===== src/rtl/fft_radix2_iterative.sv =====
// Iterative in-place radix-2 DIT FFT for real samples: bit-reversed load, one
// butterfly per clock with 1/2 scaling per stage (net DFT/N), natural-order unload.
module fft_radix2_iterative #(
    parameter int POINTS           = 8,
    parameter int SAMPLE_SIZE      = 16,
    parameter int CALCULATION_SIZE = 24,
    parameter int TWIDDLE_SIZE     = 16
) (
    input  logic                               clock,
    input  logic                               reset,
    input  logic                               in_valid,
    output logic                               in_ready,
    input  logic signed [SAMPLE_SIZE-1:0]      in_real,
    output logic                               out_valid,
    input  logic                               out_ready,
    output logic signed [CALCULATION_SIZE-1:0] out_real,
    output logic signed [CALCULATION_SIZE-1:0] out_imag,
    output logic [$clog2(POINTS)-1:0]          out_index,
    output logic                               out_last,
    output logic                               busy
);
    localparam int LOG2 = $clog2(POINTS);
    localparam int CW   = CALCULATION_SIZE;
    localparam int TW   = TWIDDLE_SIZE;
    localparam int PW   = CW + TW + 1;
    localparam logic [LOG2-1:0] LAST_IDX   = LOG2'(POINTS - 1);
    localparam logic [LOG2-1:0] LAST_STAGE = LOG2'(LOG2 - 1);
    localparam logic [LOG2-2:0] LAST_BFLY  = (LOG2-1)'(POINTS / 2 - 1);
    localparam real PI    = 3.14159265358979323846;
    localparam real SCALE = real'(1 << (TW - 2));

    typedef enum logic [1:0] {S_LOAD, S_COMPUTE, S_UNLOAD} state_t;

    state_t                r_state, w_next_state;
    logic [LOG2-1:0]       r_load_cnt;
    logic [LOG2-1:0]       r_stage;
    logic [LOG2-2:0]       r_bfly;
    logic                  r_out_valid, r_out_last;
    logic [LOG2-1:0]       r_out_index;
    logic signed [CW-1:0]  r_out_real, r_out_imag;
    logic signed [CW-1:0]  r_mem_re [POINTS];
    logic signed [CW-1:0]  r_mem_im [POINTS];

    logic signed [TW-1:0]  w_tw_re [POINTS/2];
    logic signed [TW-1:0]  w_tw_im [POINTS/2];

    // W(idx) = exp(-j*2*pi*idx/N), rounded to nearest at elaboration.
    for (genvar i = 0; i < POINTS / 2; i++) begin : g_twiddle
        localparam real ANG  = 2.0 * PI * real'(i) / real'(POINTS);
        localparam int  C_RE = $rtoi($floor(SCALE * $cos(ANG) + 0.5));
        localparam int  C_IM = $rtoi($floor(-SCALE * $sin(ANG) + 0.5));
        assign w_tw_re[i] = TW'(C_RE);
        assign w_tw_im[i] = TW'(C_IM);
    end

    logic [LOG2-1:0] w_load_addr;
    for (genvar i = 0; i < LOG2; i++) begin : g_bitrev
        assign w_load_addr[i] = r_load_cnt[LOG2-1-i];
    end

    logic            w_in_fire, w_out_fire, w_last_bfly;
    logic [LOG2-1:0] w_j, w_h, w_p, w_a_addr, w_b_addr, w_rd_idx;
    logic [LOG2-2:0] w_tw_idx;

    assign w_in_fire   = in_valid & in_ready;
    assign w_out_fire  = r_out_valid & out_ready;
    assign w_last_bfly = (r_stage == LAST_STAGE) && (r_bfly == LAST_BFLY);

    // Butterfly j of stage s: A = g*2h + p, B = A + h, twiddle index p*N/(2h).
    assign w_j      = {1'b0, r_bfly};
    assign w_h      = LOG2'(1) << r_stage;
    assign w_p      = w_j & (w_h - 1'b1);
    assign w_a_addr = ((w_j >> r_stage) << (r_stage + 1'b1)) | w_p;
    assign w_b_addr = w_a_addr | w_h;
    assign w_tw_idx = (LOG2-1)'(w_p << (LAST_STAGE - r_stage));
    assign w_rd_idx = r_out_valid ? r_out_index + 1'b1 : r_out_index;

    logic signed [CW-1:0] w_a_re, w_a_im, w_b_re, w_b_im;
    logic signed [TW-1:0] w_w_re, w_w_im;
    logic signed [PW-1:0] w_prod_re, w_prod_im, w_t_re, w_t_im;
    logic signed [PW-1:0] w_sa_re, w_sa_im, w_sb_re, w_sb_im;
    logic signed [CW-1:0] w_na_re, w_na_im, w_nb_re, w_nb_im;

    assign w_a_re = r_mem_re[w_a_addr];
    assign w_a_im = r_mem_im[w_a_addr];
    assign w_b_re = r_mem_re[w_b_addr];
    assign w_b_im = r_mem_im[w_b_addr];
    assign w_w_re = w_tw_re[w_tw_idx];
    assign w_w_im = w_tw_im[w_tw_idx];

    assign w_prod_re = PW'(w_b_re) * PW'(w_w_re) - PW'(w_b_im) * PW'(w_w_im);
    assign w_prod_im = PW'(w_b_re) * PW'(w_w_im) + PW'(w_b_im) * PW'(w_w_re);
    assign w_t_re    = w_prod_re >>> (TW - 2);
    assign w_t_im    = w_prod_im >>> (TW - 2);

    // The sums keep a guard bit so the halving never loses the carry.
    assign w_sa_re = PW'(w_a_re) + w_t_re;
    assign w_sa_im = PW'(w_a_im) + w_t_im;
    assign w_sb_re = PW'(w_a_re) - w_t_re;
    assign w_sb_im = PW'(w_a_im) - w_t_im;
    assign w_na_re = CW'(w_sa_re >>> 1);
    assign w_na_im = CW'(w_sa_im >>> 1);
    assign w_nb_re = CW'(w_sb_re >>> 1);
    assign w_nb_im = CW'(w_sb_im >>> 1);

    always_ff @(posedge clock) begin
        if (reset) r_state <= S_LOAD;
        else       r_state <= w_next_state;
    end

    // NOTE: every output of this block gets a default first, so no path can infer a latch.
    always_comb begin
        w_next_state = r_state;
        in_ready     = 1'b0;
        busy         = 1'b0;
        case (r_state)
            S_LOAD: begin
                in_ready = 1'b1;
                if (in_valid && r_load_cnt == LAST_IDX) w_next_state = S_COMPUTE;
            end
            S_COMPUTE: begin
                busy = 1'b1;
                if (w_last_bfly) w_next_state = S_UNLOAD;
            end
            S_UNLOAD: begin
                busy = 1'b1;
                if (w_out_fire && r_out_last) w_next_state = S_LOAD;
            end
            default: w_next_state = S_LOAD;
        endcase
    end

    // NOTE: the buffer has no reset; every word is rewritten by LOAD before it is read.
    always_ff @(posedge clock) begin
        if (r_state == S_LOAD && w_in_fire) begin
            r_mem_re[w_load_addr] <= CW'(in_real);
            r_mem_im[w_load_addr] <= '0;
        end else if (r_state == S_COMPUTE) begin
            r_mem_re[w_a_addr] <= w_na_re;
            r_mem_im[w_a_addr] <= w_na_im;
            r_mem_re[w_b_addr] <= w_nb_re;
            r_mem_im[w_b_addr] <= w_nb_im;
        end
    end

    always_ff @(posedge clock) begin
        if (reset) begin
            r_load_cnt  <= '0;
            r_stage     <= '0;
            r_bfly      <= '0;
            r_out_valid <= 1'b0;
            r_out_last  <= 1'b0;
            r_out_index <= '0;
            r_out_real  <= '0;
            r_out_imag  <= '0;
        end else begin
            case (r_state)
                S_LOAD: if (w_in_fire) r_load_cnt <= r_load_cnt + 1'b1;
                S_COMPUTE: begin
                    if (r_bfly == LAST_BFLY) begin
                        r_bfly  <= '0;
                        r_stage <= w_last_bfly ? '0 : r_stage + 1'b1;
                    end else begin
                        r_bfly <= r_bfly + 1'b1;
                    end
                end
                S_UNLOAD: begin
                    // First cycle primes bin 0; afterwards a handshake fetches the next bin.
                    if (!r_out_valid || (out_ready && !r_out_last)) begin
                        r_out_valid <= 1'b1;
                        r_out_index <= w_rd_idx;
                        r_out_real  <= r_mem_re[w_rd_idx];
                        r_out_imag  <= r_mem_im[w_rd_idx];
                        r_out_last  <= (w_rd_idx == LAST_IDX);
                    end else if (out_ready) begin
                        r_out_valid <= 1'b0;
                        r_out_last  <= 1'b0;
                        r_out_index <= '0;
                    end
                end
                default: ;
            endcase
        end
    end

    assign out_valid = r_out_valid;
    assign out_last  = r_out_last;
    assign out_index = r_out_index;
    assign out_real  = r_out_real;
    assign out_imag  = r_out_imag;

endmodule


===== config.mk =====
export PLATFORM = sky130hd
export DESIGN_NAME = fft_radix2_iterative
export DESIGN_NICKNAME = d
export VERILOG_FILES = /design/src/rtl/fft_radix2_iterative.sv
export SDC_FILE = /design/constraint.sdc
export NUM_CORES = 2
export LEC_CHECK = 0
export CAP_MARGIN = 0
export CORE_MARGIN = 2
export CORE_UTILIZATION = 30
export DETAILED_ROUTE_END_ITERATION = 16
export MAX_ROUTING_LAYER = met4
export PLACE_DENSITY = 0.51
export SETUP_SLACK_MARGIN = 0.4
export SLEW_MARGIN = 20
export SYNTH_ARGS = -nofsm -noshare
export SYNTH_HDL_FRONTEND = slang
export SYNTH_SLANG_ARGS = --single-unit

===== constraint.sdc =====
create_clock -name clock -period 18.1 [get_ports clock]
set_input_delay 3.62 -clock clock [delete_from_list [all_inputs] [get_ports clock]]
set_output_delay 3.62 -clock clock [all_outputs]
set_load 0.05 [all_outputs]

==> impl_metrics.csv <==
group,metric,value,unit
clocking,cts_buffer_depth,3,
grt,antenna_found_initial,5,
sta,post-route-period-util,0.9320,
critical_path,worstSetupPathType,"reg -> reg",
logic_synthesis,synth_area_per_cell,9.313,um2
critical_path,critPathCaptureType,"flop",
logic_synthesis,synthXorXnorAreaFrac,0.02508,
critical_path,startpoint_type,"flop",
logic_synthesis,synth_fa_ha_area_frac,0.4408,
critical_path,worst-endpoint-required,18450,ps
min_path,hold_end,"r_state[1]",
grt,grt_usage,0.2160,
flow_run,drv_cap,0,
final_layout,final_nets,9568,
floorplanning,num_rows,180,
logic_synthesis,ys_ff_latch,447,
routing,vias,55470,
critical_path,reg2reg_slack,1230,ps
critical_path,worst_path_most_repeated_cell,"inv_1",
routing,ant_nets,0,
min_path,min_path_cells,2,
clocking,numCtsBuffers,51,
critical_path,reg2regPathDepth,52,
clocking,holdBufCountCts,0,
final_layout,drive_gt1_frac,0.05146,
power,finalPower,2.730,mW
clocking,cts_setup_buffers,0,
floorplanning,dieHeight,496.6,um
logic_synthesis,ys_types,90,
placed_design,dpl.hpwl,202.0,mm
clocking,clkLatencyLatePin,650,ps
min_path,hold_start,"r_state[1]",
grt,overflow,0,
critical_path,worstPathMaxFanout,10,
logic_synthesis,synth_compound_area_frac,0.06610,
critical_path,reg2reg_to,"r_mem_im[7][23]",
logic_synthesis,synth_most_common_cell,"inv_1",
routing,drcViolationCount,0,
critical_path,arrival,17220,ps
grt,grt_pass1_vias,57850,
grt,grt_pass1_wl,384.6,mm
logic_synthesis,synthFlopType,"edfxtp_1",
power,ir_drop,0.07278,mV
routing,drt_pass1_iterations,6,
floorplanning,start_util,0.3021,
sta,fmax,0.05928,GHz
logic_synthesis,synth_simple_gate_area_share,0.1305,
sta,worst_slew_margin_rel,0.2325,
sta,fin_setup_tns,0,ps
critical_path,critPathMaxStageDelay,910,ps
grt,grt_start_max_net_pins,113,
floorplanning,io_pins,75,
logic_synthesis,synth_mux_area_frac,0.05497,
critical_path,rr_startpoint,"r_stage[0]",
min_path,hp-class,"reg -> reg",
routing,viasPerCell,5.060,
routing,drt_wl_total,256.3,mm
sta,slew_viol_final,0,
sta,tightestPinTransition,1151,ps
logic_synthesis,yosysSeqAreaShare,0.1757,
clocking,path_clk_slew,60,ps
logic_synthesis,synth_area_leader_cell,"fa_1",
final_layout,syn2layout_area_growth,8.874,%
floorplanning,dieArea,0.2466,mm2
sta,skew,37.06,ps
clocking,cts.htree.levels,2,
floorplanning,dieWidth,496.6,um
logic_synthesis,synth_commonest_cells,"inv_1 (1740), fa_1 (1244), nand2_1 (1142), ha_1 (574), nor2_1 (428)",
logic_synthesis,synthArstFlopShare,0,
placed_design,port_buffers,74,
outcome,status,"finished clean",
sta,rsz0062_at_grt,"no",
clocking,cts_sinks,447,
power,powerDensity,34.44,mW/mm2
clocking,post_cts_resize_count,0,
placed_design,gp_congestion,0.9871,
routing,wire_per_inst,23.38,um
logic_synthesis,synth_top_family_by_area,"adder cells",
logic_synthesis,synthTopCellsByArea,"fa_1 (34%), edfxtp_1 (16%), ha_1 (9.9%), inv_1 (9.0%), nand2_1 (5.9%)",
clocking,cts-root-buf,"clkbuf_16",
power,power.leakage,38.82,nW
logic_synthesis,synth_edf_count,384,
routing,drt_iter0_drc,5344,
logic_synthesis,synth.net_count,9655,
logic_synthesis,yosys.area.top_type_share,0.3421,
sta,hold_viol_final,0,
logic_synthesis,syn_area,0.07280,mm2
sta,period_needed,16870,ps
clocking,cts_tree,"done",
logic_synthesis,yosysWarningCount,0,
critical_path,cp_slowest_cell,"nor3_4",
floorplanning,core_region_area,0.2410,mm2
sta,setup_violations,0,
logic_synthesis,netlist_instances,7817,
metal layers:
metal	GRT usage	wire length, um
met3	0.02627	17100
met4	0.05273	7480
met5	-	0
met1	0.2938	112000
met2	0.3429	119700
cell usage in the layout (no fill, tap or decap), types with 15 or more instances in the layout:
cell	netlist	routed
a211oi_1	54	54
a21o_1	28	28
a21oi_1	213	211
a22oi_1	47	47
a31oi_1	25	25
and3_1	24	23
buf_4	1	104
clkbuf_16	0	57
clkdlybuf4s50_1	0	73
dfxtp_1	63	63
edfxtp_1	384	384
fa_1	1244	1244
ha_1	574	570
inv_1	1740	1740
mux2i_1	179	178
mux4_2	96	96
nand2_1	1142	1140
nand2b_1	19	19
nand3_1	426	418
nand4_1	52	52
nor2_1	428	427
nor2b_1	24	24
nor3_1	25	25
o21a_1	15	15
o21ai_0	238	230
o21bai_1	32	32
o22ai_1	45	45
or2_2	30	30
xnor2_1	161	160
xor2_1	41	40
layout make-up:
cell class	instances	area (um2)
Antenna cell	4	10.01
Clock buffer	70	1555
Clock inverter	26	246.5
Fill cell	24980	161700
Inverter	1743	6543
Multi-Input combinational cell	5303	52490
Sequential cell	447	12790
Tap cell	3185	3985
Timing Repair Buffer	184	1637
critical path, delay by kind of cell, from the launching register on:
family | cells | cell delay, ps
compound gates | 16 | 4080
fa+ha+maj | 11 | 5290
buf+inv | 11 | 2090
xor+xnor | 3 | 820
simple gates | 10 | 3600
flops | 1 | 510
mux | 1 | 160
through the flow:
| step | hold slack, ps | setup WS, ps | std cells | area, um2 | util |
|---|---|---|---|---|---|
| 2_1_floorplan | 453.0 | 4765 | 7817 | 72800 | - |
| 4_1_cts | 492.5 | 1499 | 10960 | 79250 | 0.3289 |
| 3_3_place_gp | 465.3 | 1679 | 10860 | 77450 | 0.3214 |
| 5_1_grt | 505.7 | 561.7 | 10960 | 79250 | 0.3289 |
| 6_report | 488.9 | 1231 | 10960 | 79260 | 0.3289 |
| 3_5_place_dp | 484.2 | 1557 | 10860 | 77450 | 0.3214 |
flip-flops by register name (all words and copies together), names as in the netlist:
signal and count:
r_bfly 2, r_state 2, r_mem_re 192, r_load_cnt 3, out_last 1, r_stage 3, out_index 3, out_imag 24
r_mem_im 192, out_real 24, out_valid 1
cell families (layout without fill, tap and decap cells):
family / count (synthesis) / after routing
and+or+nand+nor: 2220 / 2220
buffers and inverters: 2067 / 2023
adders and majority gates: 1818 / 1818
AOI/OAI and AO/OA: 781 / 781
DFF: 447 / 447
muxes: 279 / 279
xor gates and xnor gates: 205 / 205
other: 0 / 4
how the worst max path moves through the flow:
stage	startpoint	end	slack (ps)
floorplan	r_stage[0]	r_mem_im[0][23]	4770
global placement	r_stage[0]	r_mem_im[3][23]	1680
detailed placement	r_stage[0]	r_mem_im[3][23]	1560
CTS	r_stage[0]	r_mem_im[7][23]	1500
global route	r_stage[0]	r_mem_im[7][23]	560
finish	r_stage[0]	r_mem_im[7][23]	1230
power by group:
group,internal (mW),switching [mW]
Clock,0.648,0.480
Combinational,0.142,0.309
Sequential,1.14,0.0159
Total,1.93,0.805
Note: power is estimated with default switching activity, not from simulation.
